--- src/rtl/regfile_ctrl.sv ---
// regfile_ctrl: command-driven initiator for an 8 x 16 register file.
// Executes LOAD / MOV / SWAP / DUMP by driving the register file's read and
// write ports. DUMP streams every register out over a second channel.
//
// Handshakes: a transfer happens on a rising edge where valid && ready are both
// high. The command channel is ready only in IDLE. The dump channel holds
// dump_valid and its payload stable until dump_ready is seen.
module regfile_ctrl #(
  parameter int DATA_W = 16,
  parameter int ADDR_W = 3
) (
  input  logic              clk,
  input  logic              reset_n,
  input  logic              cmd_valid,
  output logic              cmd_ready,
  input  logic [1:0]        cmd_op,
  input  logic [ADDR_W-1:0] cmd_rd,
  input  logic [ADDR_W-1:0] cmd_rs,
  input  logic [DATA_W-1:0] cmd_imm,
  output logic [DATA_W-1:0] rf_data_in,
  output logic [ADDR_W-1:0] rf_writenum,
  output logic              rf_write,
  output logic [ADDR_W-1:0] rf_readnum,
  input  logic [DATA_W-1:0] rf_data_out,
  output logic              dump_valid,
  input  logic              dump_ready,
  output logic [DATA_W-1:0] dump_data,
  output logic [ADDR_W-1:0] dump_idx,
  output logic              dump_last,
  output logic              busy,
  output logic [2:0]        dbg_state
);

  typedef enum logic [2:0] {
    S_IDLE = 3'd0,
    S_RD   = 3'd1,
    S_XW   = 3'd2,
    S_WR   = 3'd3,
    S_DUMP = 3'd4
  } state_t;

  localparam logic [1:0]        OP_LOAD = 2'b00;
  localparam logic [1:0]        OP_MOV  = 2'b01;
  localparam logic [1:0]        OP_SWAP = 2'b10;
  localparam logic [1:0]        OP_DUMP = 2'b11;
  localparam logic [ADDR_W-1:0] IDX_MAX = '1;

  state_t              state_q, state_d;
  logic [1:0]          op_q, op_d;
  logic [ADDR_W-1:0]   rd_q, rd_d;
  logic [ADDR_W-1:0]   rs_q, rs_d;
  logic [DATA_W-1:0]   tmp_q, tmp_d;
  logic [ADDR_W-1:0]   idx_q, idx_d;

  // State and command registers; reset returns to IDLE immediately.
  always_ff @(posedge clk or negedge reset_n) begin
    if (!reset_n) begin
      state_q <= S_IDLE;
      op_q    <= OP_LOAD;
      rd_q    <= '0;
      rs_q    <= '0;
      tmp_q   <= '0;
      idx_q   <= '0;
    end else begin
      state_q <= state_d;
      op_q    <= op_d;
      rd_q    <= rd_d;
      rs_q    <= rs_d;
      tmp_q   <= tmp_d;
      idx_q   <= idx_d;
    end
  end

  // Next-state and outputs. Register-file outputs depend only on state and
  // latched fields, never on cmd_*, so no command-to-regfile comb path exists.
  always_comb begin
    state_d     = state_q;
    op_d        = op_q;
    rd_d        = rd_q;
    rs_d        = rs_q;
    tmp_d       = tmp_q;
    idx_d       = idx_q;
    cmd_ready   = 1'b0;
    rf_write    = 1'b0;
    rf_writenum = '0;
    rf_readnum  = '0;
    rf_data_in  = '0;
    dump_valid  = 1'b0;
    dump_data   = '0;
    dump_idx    = '0;
    dump_last   = 1'b0;
    case (state_q)
      S_IDLE: begin
        cmd_ready = 1'b1;
        if (cmd_valid) begin
          op_d  = cmd_op;
          rd_d  = cmd_rd;
          rs_d  = cmd_rs;
          tmp_d = cmd_imm;
          idx_d = '0;
          case (cmd_op)
            OP_LOAD: state_d = S_WR;
            OP_MOV:  state_d = S_RD;
            OP_SWAP: state_d = S_RD;
            default: state_d = S_DUMP;
          endcase
        end
      end
      S_RD: begin
        // Capture reg[rs]; SWAP needs an extra cycle to move reg[rd] into rs.
        rf_readnum = rs_q;
        tmp_d      = rf_data_out;
        state_d    = (op_q == OP_SWAP) ? S_XW : S_WR;
      end
      S_XW: begin
        // Read reg[rd] and write it straight into reg[rs] in the same cycle.
        rf_readnum  = rd_q;
        rf_writenum = rs_q;
        rf_write    = 1'b1;
        rf_data_in  = rf_data_out;
        state_d     = S_WR;
      end
      S_WR: begin
        rf_write    = 1'b1;
        rf_writenum = rd_q;
        rf_data_in  = tmp_q;
        state_d     = S_IDLE;
      end
      S_DUMP: begin
        // No writes here, so the read data stays stable during a stall.
        rf_readnum = idx_q;
        dump_valid = 1'b1;
        dump_data  = rf_data_out;
        dump_idx   = idx_q;
        dump_last  = (idx_q == IDX_MAX);
        if (dump_ready) begin
          if (idx_q == IDX_MAX) state_d = S_IDLE;
          else                  idx_d   = idx_q + 1'b1;
        end
      end
      default: state_d = S_IDLE;
    endcase
  end

  assign busy      = (state_q != S_IDLE);
  assign dbg_state = state_q;

endmodule

--- config.mk ---
export PLATFORM = sky130hd
export DESIGN_NAME = regfile_ctrl
export DESIGN_NICKNAME = d
export VERILOG_FILES = /design/src/rtl/regfile_ctrl.sv
export SDC_FILE = /design/constraint.sdc
export NUM_CORES = 1
export LEC_CHECK = 0
export ABC_AREA = 1
export ABC_CLOCK_PERIOD_IN_PS = 1990
export BUFFER_PORTS_ARGS = -buffer_cell sky130_fd_sc_hd__buf_2
export CAP_MARGIN = 0
export CORE_MARGIN = 8
export CORE_UTILIZATION = 46
export CTS_CLUSTER_DIAMETER = 30
export CTS_CLUSTER_SIZE = 40
export DETAILED_ROUTE_END_ITERATION = 8
export PLACE_DENSITY = 0.8
export SLEW_MARGIN = 10
export SYNTH_ARGS = -nofsm -noshare
export SYNTH_HDL_FRONTEND = slang
export SYNTH_SLANG_ARGS = --single-unit
--- constraint.sdc ---
create_clock -name clk -period 1.99 [get_ports clk]
set_clock_uncertainty 0.2 [all_clocks]
set_input_delay 0.199 -clock clk [delete_from_list [all_inputs] [get_ports clk]]
set_output_delay 0.199 -clock clk [all_outputs]
set_load 0.01 [all_outputs]
# == Word-level counts from Yosys, hierarchy flattened ==
# Index checks and enable logic that the tools add are counted.
# word_totals
wordCells,51
mem_bits_ro,0
mem_count,0
reg_bits,30
mem_bits_rw,0
inputBits,44
latch_bits,0
# classes
n_eq_ne,12
div_mod_pow,0
order_cmp,0
add_sub_neg,1
shift,0
bitwise,0
reduce_logical,11
mux,21
n_mul,0
# op_table
op,n
16-bit case mux with 2 select lines,2
16-bit 2-to-1 mux,2
3-bit 2-to-1 mux,7
3-bit case mux with 2 select lines,3
3-bit case mux with 4 select lines,1
3-bit case mux with 3 select lines,1
2-bit inequality test (second input constant),4
3-bit by 2-bit == test with 1-bit output (second input constant),2
3-bit == test (second input constant),2
1-bit 2-to-1 mux,5
2-bit == test (second input constant),2
2-bit AND reduction,2
4-bit AND reduction,1
2-bit nonzero test,2
2-bit OR reduction,2
3-bit by 1-bit adder with 3-bit output (second input constant),1
3-bit by 1-bit == test with 1-bit output (second input constant),1
3-bit zero test,1
3-bit AND reduction,1
3-bit nonzero test,1
2-bit by 1-bit == test with 1-bit output (second input constant),1
2-bit zero test,1

# == Logic depth before layout (Yosys ltp) ==
# depth
depth_word,5
depth_mapped,8
mapped_depth_nobuf,7

# == Worst setup path after synthesis ==
# Ideal clock, no wire load.
# synth_path
kind,flip-flop to output port
start,"reg state_q[1], in the netlist dbg_state[1]"
end,out dump_data[0]
t_arrival_ns,1.256
stages_incl_launch_ff,7
t_required_ns,1.591
path_slack_ns,0.335
path_cell_list,dfrtp_1 inv_2 nand2_1 nor2_4 inv_1 buf_2 nor2_1
# synth_via
elab_chain_cells,2
# synth_lines
element,line_no,rtl
from (decl),48,"state_t state_q, state_d;"
from (signal assigned),65,state_q <= state_d;
3-bit == test,92,case (state_q)
16-bit 2-to-1 mux,92,
to (decl),27,"output logic [DATA_W-1:0] dump_data,"
# No other way between the ends.

# == Worst setup path in the final report ==
# layout_path
start,"reg state_q[0], in the netlist dbg_state[0]"
end,out dump_last
# layout_via
elab_chain_cells,2
# layout_lines
element,line_no,rtl
3-bit == test,92,
1-bit 2-to-1 mux,92,
to (decl),29,"output logic dump_last,"
# No other way between the ends.

==> impl_summary.log <==
[metrics] number of nets in the synthesized netlist: 331
[metrics] post-detailed-route count of antenna-violating nets: 0
[metrics] number of max-slew violations in the final report: 0
[metrics] buffer cell driving the clock tree root: sky130_fd_sc_hd__clkbuf_8
[metrics] layout-stage area growth over the synthesis result: 41.3%
[metrics] most common library cells after synthesis: sky130_fd_sc_hd__nand2_1, sky130_fd_sc_hd__inv_1, sky130_fd_sc_hd__dfrtp_1, sky130_fd_sc_hd__nor2_1, sky130_fd_sc_hd__o21ai_0
[metrics] port bufs: 92
[metrics] flop-to-flop setup slack: 0.27 ns
[metrics] endpoint type of the worst setup path: primary output
[metrics] Inserted Diodes: 0
[metrics] clk buf depth: 2
[metrics] maximum resistive drop on vdd: 689 uV
[metrics] combined area of all synthesized cells: 0.00193 mm2
[metrics] H-tree lvl count: 2
[metrics] first-pass detailed-route iteration total: 4
[metrics] placed wire-length estimate after detailed placement: 4.16 mm
[metrics] number of core rows: 23
[metrics] setup ws final: 0.0410 ns
[metrics] DR DRC count: 0
[metrics] worst-path fanout max: 20
[metrics] number of buffers created by CTS: 5
[metrics] leading area contributor after synthesis: sky130_fd_sc_hd__dfrtp_1
[metrics] All-Layer GR Usage: 18.4%
[metrics] portion of synthesized cell area occupied by the leading cell type: 38.8%
[metrics] most frequent cell after synthesis: sky130_fd_sc_hd__nand2_1
[metrics] Num Clock Sinks: 30
[metrics] share of synthesized area occupied by flip-flops and latches: 38.8%
[metrics] vias: 2,188
[metrics] average vias per placed instance: 4.91
[metrics] source of the worst register-to-register timing path: idx_q[0]$_DFFE_PN0P_
[metrics] P per Cell Area: 1430 mW/mm2
[metrics] Total Nets Final: 441
[metrics] final cycle utilization of the critical path: 97.9%
[metrics] TritonCTS clock tree: done
[metrics] floorplan die height: 80.8 um
[metrics] Die W: 80.8 um
[metrics] critical path startpoint category: flop
[metrics] CP required: 1.59 ns
[metrics] synthesized area per cell: 6.79 um2
[metrics] antenna violations before repair: 0
[metrics] maximum number of pins on one net before global-route repair: 31
[metrics] routed wire length: 6.37 mm
[metrics] arrival time of data at the critical path endpoint: 1.55 ns
[metrics] result of the run: finished, final reports clean
[metrics] post-route non-filler standard cell count: 446
[metrics] critical path start-end classification: flop to primary output
[metrics] fraction of layout cells with a size suffix above 1: 32.8%
[metrics] Final setup violation count: 0
[metrics] cell repeated most along the worst path: sky130_fd_sc_hd__inv_1
[metrics] number of flops mapped to enable cells by yosys: 0
[metrics] hold path startpoint: cmd_imm[8]
[metrics] path type of the worst min-delay path: primary input to flop
[metrics] depth of the most critical reg-to-reg path: 7
[metrics] flop and latch count out of synthesis: 30
[metrics] area of placed instances: 0.00243 mm2
[metrics] accumulated negative setup slack: 0 ns
[metrics] wire length of the first global-routing pass: 9.64 mm
[metrics] final worst path period need: 1.95 ns
[metrics] Distinct cells, synth: 23
[metrics] achievable clock frequency: 513 MHz
[metrics] main area contributors after synthesis: sky130_fd_sc_hd__dfrtp_1, sky130_fd_sc_hd__nand2_1, sky130_fd_sc_hd__inv_1
[metrics] DRC violation total after the first TritonRoute iteration: 119
[metrics] Worst Tran Pin Value: 0.671 ns
[metrics] end point of the worst hold path: tmp_q[8]$_DFFE_PN0P_
[metrics] clock-pin slew reported for the worst setup and hold paths after clock tree synthesis: 0.06 ns
[metrics] worst-skew pair later-pin latency: 0.28 ns
[metrics] Cells on Worst Hold Path: 5
[metrics] number of warnings issued by yosys: 0
[metrics] Reg-to-Reg End: idx_q[1]$_DFFE_PN0P_
[metrics] worst slack, placed: 0.123 ns
[metrics] post-DR wirelength/cell: 14.3 um
[metrics] routability cong.: 0.900
[metrics] Max Cap Viol: 0
[metrics] leakage power: 1.68 nW
[metrics] Util after Layout: 67.9%
[metrics] max_slew headroom: 55.3%
[metrics] fin area: 0.00273 mm2
[metrics] FFs w/ async S/R, synth: 100%
[metrics] number of global-route vias before repair: 2,158
[metrics] most used flip-flop cell after synthesis: sky130_fd_sc_hd__dfrtp_1
[metrics] total core area: 0.00403 mm2
[metrics] effective utilization at floorplan: 48.0%
[metrics] I/O pin total: 93
[metrics] Remaining Overflow, GRT: 0
[metrics] die area: 0.00654 mm2
[metrics] Final Hold Vio Count: 0
[metrics] count of mapped cells out of synthesis: 285
[metrics] maximum cell stage delay along the critical path: 0.45 ns
[metrics] slowest library cell on the worst path: sky130_fd_sc_hd__dfrtp_2
[metrics] Post-Place Cells: 419
[metrics] cell breakdown of the critical path: inv_1 -> nand2_2 -> nor2_4 -> inv_1 -> buf_12 -> nor2_1 -> buf_2
per-layer routing:
layer	global-route usage, %	routed length [um]	up-vias
met2	32.8	3360	79
met3	4.86	426	10
met5	0	0	-
met4	6.43	100	0
li1	-	-	1101
met1	20.5	2480	998
cell usage in the layout (no fill, tap or decap):
cell type / Yosys / layout
sky130_fd_sc_hd__nor2_4: 2 / 2
sky130_fd_sc_hd__a21oi_1: 3 / 3
sky130_fd_sc_hd__clkbuf_8: 0 / 6
sky130_fd_sc_hd__o21a_1: 1 / 1
sky130_fd_sc_hd__clkinv_2: 0 / 1
sky130_fd_sc_hd__nand2_1: 101 / 99
sky130_fd_sc_hd__buf_6: 2 / 1
sky130_fd_sc_hd__o22ai_1: 17 / 17
sky130_fd_sc_hd__nand3_4: 1 / 2
sky130_fd_sc_hd__nor2_8: 2 / 2
sky130_fd_sc_hd__clkbuf_1: 2 / 1
sky130_fd_sc_hd__o211ai_1: 3 / 3
sky130_fd_sc_hd__nand3_2: 1 / 1
sky130_fd_sc_hd__o31ai_1: 1 / 1
sky130_fd_sc_hd__nor2_2: 0 / 1
sky130_fd_sc_hd__inv_1: 49 / 49
sky130_fd_sc_hd__buf_2: 6 / 92
sky130_fd_sc_hd__nand3_1: 3 / 3
sky130_fd_sc_hd__nand2_4: 2 / 3
sky130_fd_sc_hd__inv_4: 1 / 4
sky130_fd_sc_hd__dlygate4sd3_1: 0 / 9
sky130_fd_sc_hd__buf_4: 0 / 9
sky130_fd_sc_hd__nand2_2: 0 / 1
sky130_fd_sc_hd__ha_1: 2 / 2
sky130_fd_sc_hd__o21ai_0: 25 / 25
sky130_fd_sc_hd__nor2_1: 27 / 26
sky130_fd_sc_hd__dfrtp_2: 0 / 3
sky130_fd_sc_hd__dfrtp_1: 30 / 27
sky130_fd_sc_hd__buf_12: 0 / 2
kinds of logic (layout without fill, tap and decap cells):
family	Yosys count	count (layout)	share of synthesized area, %
buf+inv	64	174	13.8
fa+ha+maj	2	2	1.29
compound gates	50	50	14.7
simple gates	139	140	31.4
flops	30	30	38.8
worst max-delay path, delay by kind of cell (launching register included):
family        cells  cell delay (ns)
simple gates      3             0.34
flops             1             0.45
buf+inv           4             0.48
power breakdown:
| group | internal [W] | switching (W) |
|---|---|---|
| clock | 0.000278 | 0.000227 |
| sequential | 0.000891 | 0.000172 |
| combinational | 0.000888 | 0.00146 |
| total | 0.00206 | 0.00186 |
metrics by stage:
stage / total power (W) / hold slack (ns)
2_1_floorplan: 0.00250 / -0.297
3_3_place_gp: 0.00304 / 0.0756
3_5_place_dp: 0.00309 / 0.0859
4_1_cts: 0.00371 / 0.0146
5_1_grt: 0.00424 / 0.0458
6_report: 0.00391 / 0.0177
area by class of cell:
class | count | area, um2
clock buffers | 7 | 86.3
clock inverters | 1 | 5.00
fillers | 352 | 1290
inverters | 53 | 209
multi-input cells | 192 | 947
flip-flops and latches | 30 | 754
well taps | 50 | 62.6
repair buffers | 113 | 669
state kept, by name (all words and copies together) (netlist names):
register   count
rs_q           3
tmp_q         16
op_q           2
rd_q           3
idx_q          3
dbg_state      3
worst max path at each step:
| stage | start | end | depth (start not counted) |
|---|---|---|---|
| detailed placement | dbg_state[2]$_DFFE_PN0P_ | rf_data_in[11] | 4 |
| finish | dbg_state[0]$_DFFE_PN0P_ | dump_last | 7 |
| CTS | dbg_state[2]$_DFFE_PN0P_ | rf_readnum[0] | 6 |
| floorplan | dbg_state[1]$_DFFE_PN0P_ | dump_data[0] | 6 |
| global route | dbg_state[2]$_DFFE_PN0P_ | rf_data_in[11] | 5 |
| global placement | dbg_state[2]$_DFFE_PN0P_ | rf_writenum[2] | 4 |
repair_timing:
item | 4_1_cts | 5_1_grt
endpoints found under the hold margin | 38 | 0
cloned | 0 | 1
setup endpoints to repair | 37 | 39
buffers inserted | 3 | 6
resized for setup | 7 | 5
pin swaps | 1 | 4
hold buffers | 9 | 0
No activity file was read; power rests on OpenSTA's default activity.
